<file path="config.mk">
export PLATFORM = sky130hd
export DESIGN_NAME = spi_slave_if_flat
export DESIGN_NICKNAME = d
export VERILOG_FILES = /design/src/rtl/spi_slave_if_if.sv /design/src/rtl/spi_slave_if.sv /design/src/flat_wrapper.sv
export SDC_FILE = /design/constraint.sdc
export NUM_CORES = 1
export LEC_CHECK = 0
export BUFFER_PORTS_ARGS = -buffer_cell sky130_fd_sc_hd__buf_2
export CAP_MARGIN = 20
export CORE_MARGIN = 5
export CORE_UTILIZATION = 55
export DETAILED_ROUTE_END_ITERATION = 8
export GPL_ROUTABILITY_DRIVEN = 1
export PLACE_DENSITY = 0.82
export SLEW_MARGIN = 20
export SYNTH_ARGS = -nofsm -noshare
export SYNTH_HDL_FRONTEND = slang
export SYNTH_SLANG_ARGS = --single-unit
</file>
<file path="constraint.sdc">
create_clock -name clk -period 6.55 [get_ports clk]
set_clock_uncertainty 0.05 [all_clocks]
set_input_delay 0.9825 -clock clk [delete_from_list [all_inputs] [get_ports clk]]
set_output_delay 0.9825 -clock clk [all_outputs]
set_load 0.05 [all_outputs]
</file>
<file path="src/rtl/spi_slave_if_if.sv">
// Register-side access bus between the SPI front end and the register block.
interface spi_slave_if_if;
  logic       rw;
  logic       valid;
  logic [3:0] addr_to_reg;
  logic [7:0] data_to_reg;
  logic [7:0] data_in_reg;

  modport master (output rw, valid, addr_to_reg, data_to_reg, input data_in_reg);
  modport slave  (input rw, valid, addr_to_reg, data_to_reg, output data_in_reg);
endinterface

</file>
<file path="src/rtl/spi_slave_if.sv">
// SPI mode-0 slave front end: oversamples SCLK/CS_N/MOSI in clk, decodes 16-bit frames
// into single-cycle register accesses and returns read data on MISO within the same frame.
module spi_slave_if #(
    parameter int unsigned SYNC_STAGES = 2,
    parameter int unsigned RD_LAT      = 1
) (
    input  logic           clk,
    input  logic           rst_n,
    input  logic           spi_sclk,
    input  logic           spi_cs_n,
    input  logic           spi_mosi,
    output logic           spi_miso,
    spi_slave_if_if.master reg_bus,
    output logic           frame_err,
    output logic           busy
);

    typedef enum logic [2:0] {IDLE, CMD, RD_WAIT, DATA, DONE} state_t;

    state_t state, state_nxt;

    logic [SYNC_STAGES-1:0] sclk_sync, cs_sync, mosi_sync;
    logic                   sclk_h, cs_h;
    logic                   sclk_s, cs_s, mosi_s;
    logic                   sclk_rise, sclk_fall, cs_fall, cs_rise;

    logic [4:0] bit_cnt;
    logic [6:0] rx_sr;
    logic [7:0] rx_nxt;
    logic [7:0] tx_sr, tx_nxt;
    logic [7:0] wait_cnt;

    logic latch_cmd, strobe_rd, strobe_wr, load_tx, shift_tx;
    logic rw_nxt, miso_nxt, err_nxt;

    always_ff @(posedge clk or negedge rst_n) begin
        if (!rst_n) begin
            sclk_sync <= '0;
            cs_sync   <= '1;
            mosi_sync <= '0;
            sclk_h    <= 1'b0;
            cs_h      <= 1'b1;
        end else begin
            sclk_sync <= {sclk_sync[SYNC_STAGES-2:0], spi_sclk};
            cs_sync   <= {cs_sync[SYNC_STAGES-2:0], spi_cs_n};
            mosi_sync <= {mosi_sync[SYNC_STAGES-2:0], spi_mosi};
            sclk_h    <= sclk_sync[SYNC_STAGES-1];
            cs_h      <= cs_sync[SYNC_STAGES-1];
        end
    end

    assign sclk_s    = sclk_sync[SYNC_STAGES-1];
    assign cs_s      = cs_sync[SYNC_STAGES-1];
    assign mosi_s    = mosi_sync[SYNC_STAGES-1];
    assign sclk_rise = sclk_s & ~sclk_h & ~cs_s;
    assign sclk_fall = ~sclk_s & sclk_h & ~cs_s;
    assign cs_fall   = ~cs_s & cs_h;
    assign cs_rise   = cs_s & ~cs_h;
    assign busy      = ~cs_s;

    // Only 8 bits of history are ever needed: rw/addr at bit 8, write data at bit 16.
    assign rx_nxt = {rx_sr, mosi_s};

    always_ff @(posedge clk or negedge rst_n) begin
        if (!rst_n) state <= IDLE;
        else        state <= state_nxt;
    end

    always_comb begin
        state_nxt = state;
        if (cs_rise) begin
            state_nxt = IDLE;
        end else begin
            case (state)
                IDLE:    if (cs_fall) state_nxt = CMD;
                CMD:     if (sclk_rise && bit_cnt == 5'd7) state_nxt = rx_nxt[7] ? DATA : RD_WAIT;
                RD_WAIT: if (wait_cnt == 8'(RD_LAT)) state_nxt = DATA;
                DATA:    if (sclk_rise && bit_cnt == 5'd15) state_nxt = DONE;
                DONE:    state_nxt = DONE;
                default: state_nxt = IDLE;
            endcase
        end
    end

    always_comb begin
        latch_cmd = (state == CMD) && sclk_rise && (bit_cnt == 5'd7);
        strobe_rd = latch_cmd && !rx_nxt[7];
        strobe_wr = (state == DATA) && sclk_rise && (bit_cnt == 5'd15) && reg_bus.rw;
        load_tx   = (state == RD_WAIT) && (wait_cnt == 8'(RD_LAT));
        shift_tx  = sclk_fall && (bit_cnt >= 5'd9) && (bit_cnt <= 5'd15);
        rw_nxt    = latch_cmd ? rx_nxt[7] : reg_bus.rw;
        if (cs_rise)       tx_nxt = '0;
        else if (load_tx)  tx_nxt = reg_bus.data_in_reg;
        else if (shift_tx) tx_nxt = {tx_sr[6:0], 1'b0};
        else               tx_nxt = tx_sr;
        miso_nxt  = ((state_nxt == DATA) || (state_nxt == DONE)) && !rw_nxt && tx_nxt[7];
        err_nxt   = cs_rise && (bit_cnt != 5'd0) && (bit_cnt < 5'd16);
    end

    always_ff @(posedge clk or negedge rst_n) begin
        if (!rst_n) begin
            bit_cnt             <= '0;
            rx_sr               <= '0;
            tx_sr               <= '0;
            wait_cnt            <= '0;
            spi_miso            <= 1'b0;
            frame_err           <= 1'b0;
            reg_bus.rw          <= 1'b0;
            reg_bus.valid       <= 1'b0;
            reg_bus.addr_to_reg <= '0;
            reg_bus.data_to_reg <= '0;
        end else begin
            if (cs_fall) begin
                bit_cnt <= '0;
            end else if (sclk_rise && bit_cnt < 5'd16) begin
                bit_cnt <= bit_cnt + 5'd1;
                rx_sr   <= rx_nxt[6:0];
            end
            tx_sr         <= tx_nxt;
            wait_cnt      <= (state == RD_WAIT) ? wait_cnt + 8'd1 : '0;
            spi_miso      <= miso_nxt;
            frame_err     <= err_nxt;
            reg_bus.valid <= strobe_rd | strobe_wr;
            if (latch_cmd) begin
                reg_bus.rw          <= rx_nxt[7];
                reg_bus.addr_to_reg <= rx_nxt[3:0];
            end
            if (strobe_wr) reg_bus.data_to_reg <= rx_nxt;
        end
    end

endmodule

</file>
<file path="src/flat_wrapper.sv">
// flat-port wrapper written by rule: the top's interface ports become plain ports
module spi_slave_if_flat 
#(
    parameter int unsigned SYNC_STAGES = 2,
    parameter int unsigned RD_LAT      = 1
)
  (clk, rst_n, spi_sclk, spi_cs_n, spi_mosi, spi_miso, frame_err, busy, reg_bus_rw, reg_bus_valid, reg_bus_addr_to_reg, reg_bus_data_to_reg, reg_bus_data_in_reg);
  spi_slave_if_if reg_bus_i ();
  input  logic clk;
  input  logic rst_n;
  input  logic spi_sclk;
  input  logic spi_cs_n;
  input  logic spi_mosi;
  output logic spi_miso;
  output logic frame_err;
  output logic busy;
  output wire logic [$bits(reg_bus_i.rw)-1:0] reg_bus_rw;
  output wire logic [$bits(reg_bus_i.valid)-1:0] reg_bus_valid;
  output wire logic [$bits(reg_bus_i.addr_to_reg)-1:0] reg_bus_addr_to_reg;
  output wire logic [$bits(reg_bus_i.data_to_reg)-1:0] reg_bus_data_to_reg;
  input wire logic [$bits(reg_bus_i.data_in_reg)-1:0] reg_bus_data_in_reg;
  assign reg_bus_rw = reg_bus_i.rw;
  assign reg_bus_valid = reg_bus_i.valid;
  assign reg_bus_addr_to_reg = reg_bus_i.addr_to_reg;
  assign reg_bus_data_to_reg = reg_bus_i.data_to_reg;
  assign reg_bus_i.data_in_reg = reg_bus_data_in_reg;
  spi_slave_if #(.SYNC_STAGES(SYNC_STAGES), .RD_LAT(RD_LAT)) u_core (.clk(clk), .rst_n(rst_n), .spi_sclk(spi_sclk), .spi_cs_n(spi_cs_n), .spi_mosi(spi_mosi), .spi_miso(spi_miso), .reg_bus(reg_bus_i), .frame_err(frame_err), .busy(busy));
endmodule
</file>
# After elaboration in Yosys (flattened, before gate mapping)
# Cells that the tools add are included.
# classes
bitwise_logic	12
addsub	2
magnitude_cmp	3
muxes	14
n_reduce_logical	24
eq_ne	9
# ops
operator	count
$mux 8	4
$logic_and 1x1->1	16
$mux 3	5
$pmux 3 s5	1
$mux 5	2
$eq 3x2->1 const B	3
$add 8x1->8 const B	1
$eq 8x1->1 const B	1
$and 1x1->1	6
$eq 3x3->1 const B	2
$add 5x1->5 const B	1
$eq 5x3->1 const B	1
$eq 5x4->1 const B	1
$ge 5x4->1 const B	1
$le 5x4->1 const B	1
$lt 5x5->1 const B	1
$not 1->1	5
$reduce_bool 5->1	1
$eq 3x1->1 const B	1
$logic_not 3->1	1
$reduce_bool 3->1	1
$logic_not 1->1	2
$mux 1	2
$reduce_and 2->1	1
3 further kinds	3
# word_totals
in_bits	13
ff_bits	55
word_cells	81

# Logic depth before layout (Yosys ltp)
# depth
word_depth	11
depth_mapped	8
mapped_depth_nobuf	8

# Worst setup path after synthesis
# OpenSTA, ideal clock, no wires.
# synth_path
path_kind	reg-to-reg
startpoint	reg u_core.bit_cnt[0]
endpoint	reg u_core.reg_bus.data_to_reg[0]
slack_ns	4.484
t_arrival_ns	1.892
synth_period_minus_slack_ns	2.066
path_stages_with_launch	7
cell_sequence	dfrtp_1 > ha_1 > and3_1 > ha_1 > and4bb_2 > nand4_1 > mux2_2
# synth_via
elab_chain_len	3
# synth_lines
element	line	rtl
from (decl)	spi_slave_if.sv:27	logic [4:0] bit_cnt;
from (signal assigned)	spi_slave_if.sv:116	bit_cnt <= bit_cnt + 5'd1;
$eq 5x4->1	spi_slave_if.sv:88	strobe_wr = (state == DATA) && sclk_rise && (bit_cnt == 5'd15) && reg_bus.rw;
$logic_and 1x1->1 (2 in series)	spi_slave_if.sv:88	
to (signal assigned)	spi_slave_if.sv:128	if (strobe_wr) reg_bus.data_to_reg <= rx_nxt;
to (decl)	spi_slave_if_if.sv:9	modport master (output rw, valid, addr_to_reg, data_to_reg, input data_in_reg);
# No other way between the ends.
# A chain may end at the register's enable or synchronous reset.

# Final worst setup path
# layout_path
startpoint	reg u_core.bit_cnt[0]
endpoint	reg u_core.reg_bus.data_to_reg[2]
# Same word-level chain as after synthesis.

==> key figures <==
Layout
  • Nets: 242
  • Post-route insts no fill: 276
  • Footprint of the multi-input gates: 971 um^2
  • Proportion of layout cells with a drive suffix above 1: 26.3%
  • Fill cell count: 360
  • Diodes inserted: 0
  • Commonest cells after routing, fill and taps aside: 52 x dfrtp_1, 29 x buf_2, 17 x nor2_1
  • P&R area growth vs syn: 12.8%
  • FF/Latch Area: 1380 um^2
  • Commonest non-fill, non-tap cell in the layout: dfrtp_1
  • Final instance area: 2710 um^2

Timing
  • Final setup fails: 0
  • RSZ-0062 raised after global routing: no
  • Fin crit period: 2.34 ns
  • Final hold vios: 0
  • Slew margin rel.: 55.9%
  • Final setup TNS: 0 ns
  • F_max: 427 MHz
  • Final Max Tran Viols: 0
  • Actual slew at the worst max-slew pin: 0.662 ns
  • Final worst path period share: 35.7%

Floorplan
  • Core area: 4290 um^2
  • Die H: 76.1 um
  • # IOs: 30
  • Die span in x: 76.1 um
  • Initial core utilization: 55.9%
  • Rows: 24
  • Die footprint: 5780 um^2

Placement
  • Dpl hpwl: 2970 um
  • Buffers on Ports: 29
  • DP Area: 2590 um^2
  • Routability Congestion: 0.805
  • Placed Cells: 268

Clock network
  • Worst-Skew Late Latency: 0.31 ns
  • Postcts setup bufs: 0
  • Clk pin slew, worst setup/hold paths: 0.10 ns
  • Post_cts resized: 0
  • H-Tree Depth: 2
  • CTS max path bufs: 2
  • Clk sinks: 55
  • Cts bufs inserted: 5
  • Clk root buf: clkbuf_8
  • CTS tree: yes
  • Hold Buf Count CTS: 0

Drt
  • Vias per std cell: 5.70
  • Final ANT Viol Nets: 0
  • Final WL: 4310 um
  • DRC Markers: 0
  • Initial DRT Pass Iterations: 4
  • Via count: 1573
  • Drt wl/cell: 15.6 um
  • Starting DRC count in detailed routing: 72

Synthesis
  • Syn nets: 209
  • Number of synthesized flops with an enable pin: 0
  • Synthesized flop and latch total: 55
  • Main area contributors after synthesis: dfrtp_1 54%, mux2_1 4.7%, mux2_2 4.7%
  • Post-synth ARST share: 100%
  • Area leader, netlist: dfrtp_1
  • Syn Inst Count: 190
  • Post-Syn Area per Cell: 12.6 um^2
  • Share of the synthesized area in the top cell type: 54.2%
  • Yosys warnings: 0
  • Cell variety after synth: 45
  • Top FF cell, synth: dfrtp_1
  • Post-synth design cell area: 2400 um^2
  • Seq/Total Area, Yosys: 57.5%

Setup path
  • CP Capture Type: flip-flop
  • CP max FO: 8
  • Register-to-register setup slack: 4.21 ns
  • Reg-to-reg endpoint: u_core.reg_bus.data_to_reg[2]
  • Worst r2r path cells: 6
  • Req. time, crit path: 6.70 ns
  • Crit path kind: reg2reg
  • WP data arrival: 2.49 ns
  • R2R Path Start: u_core.bit_cnt[0]
  • Worst Setup Start Kind: flip-flop

Power
  • Max VDD drop: 0.000149 V
  • Power density cells: 236 nW/um^2
  • LEAKAGE: 1.37 nW

Flow run
  • Max_cap viols: 0

Global route
  • Antenna violations before repair: 0
  • Overflow after GRT: 0
  • First-pass GRT wire length: 7690 um
  • Gr usage total: 16.3%
  • Vias in the first global route: 1607
  • Largest net degree at the start of global routing: 56

Hold path
  • Worst hold start: u_core.cs_sync[0]
  • Worst hold path class: reg2reg
  • Worst Hold End: u_core.cs_sync[1]
  • WHS Path Cells: 0

Outcome
  • Status: complete, no violations
## synth_stat cells (3+ instances only)
cell type  number
inv_1           7
mux2i_1         7
ha_1            6
mux2_2         10
a21oi_1        12
nand4_1         3
mux2_1         10
and3_1          3
dfstp_2         3
nand2_1         3
nand3_1         7
nor2_1         17
clkbuf_1        3
xor2_1          5
o21ai_1         7
o21ai_0         4
dfrtp_1        52
## through the flow
step / power, mW / setup WS [ns] / util [%] / hold WS [ns]
finish: 0.639 / 4.21 / 63.1 / 0.311
global route: 0.666 / 4.06 / 63.1 / 0.320
CTS: 0.643 / 4.23 / 63.1 / 0.311
detailed placement: 0.421 / 4.22 / 60.4 / 0.293
global placement: 0.418 / 4.32 / 60.4 / 0.284
floorplan: 0.401 / 4.48 / - / 0.281
## critical path: stages (launching register included)
cell and delay [ns]:
dfrtp_1 0.48, ha_1 0.26, and3_1 0.18, ha_1 0.16, and4bb_2 0.29, nand4_1 0.37
mux2_1 0.45
## metal layers
layer	up-vias	track usage [%]	wire length (um)
met5	-	0	0
met4	0	6.64	68
met3	5	4.02	169
met2	32	26.4	2170
met1	791	20.9	1900
li1	745	-	-
## final cells by class
| class | count | area share [%] |
|---|---|---|
| Inverter | 7 | 0.970 |
| Sequential cell | 55 | 51.0 |
| Clock inverter | 3 | 1.62 |
| Tap cell | 52 | 2.40 |
| Multi-Input combinational cell | 124 | 35.9 |
| Timing Repair Buffer | 30 | 5.64 |
| Clock buffer | 5 | 2.54 |
## cell families (layout without fill, tap and decap cells)
kind of cell,Yosys count,count (layout),share of synthesized area (%)
AOI/OAI and AO/OA,34,34,9.12
xor gates and xnor gates,6,6,2.19
adders and majority gates,6,6,3.13
buffers and inverters,11,45,2.03
DFF,55,55,57.5
muxes,28,28,12.9
and+or+nand+nor,50,50,13.1
## where the power goes
group	internal, mW	switching (mW)	total, mW
clock network	0.114	0.112	0.226
logic	0.0173	0.0222	0.0395
registers	0.356	0.0173	0.374
total	0.488	0.151	0.639
## worst max path at each step
stage,slack (ns),start,cells past startpoint,to
4_1_cts,4.23,u_core.bit_cnt[0],6,u_core.reg_bus.data_to_reg[2]
3_5_place_dp,4.22,u_core.bit_cnt[0],6,u_core.reg_bus.data_to_reg[2]
2_1_floorplan,4.48,u_core.bit_cnt[0],6,u_core.reg_bus.data_to_reg[0]
5_1_grt,4.06,u_core.wait_cnt[1],7,u_core.spi_miso
3_3_place_gp,4.32,u_core.bit_cnt[0],6,u_core.reg_bus.data_to_reg[2]
6_report,4.21,u_core.bit_cnt[0],6,u_core.reg_bus.data_to_reg[2]
(Power assumes the default switching activity.)
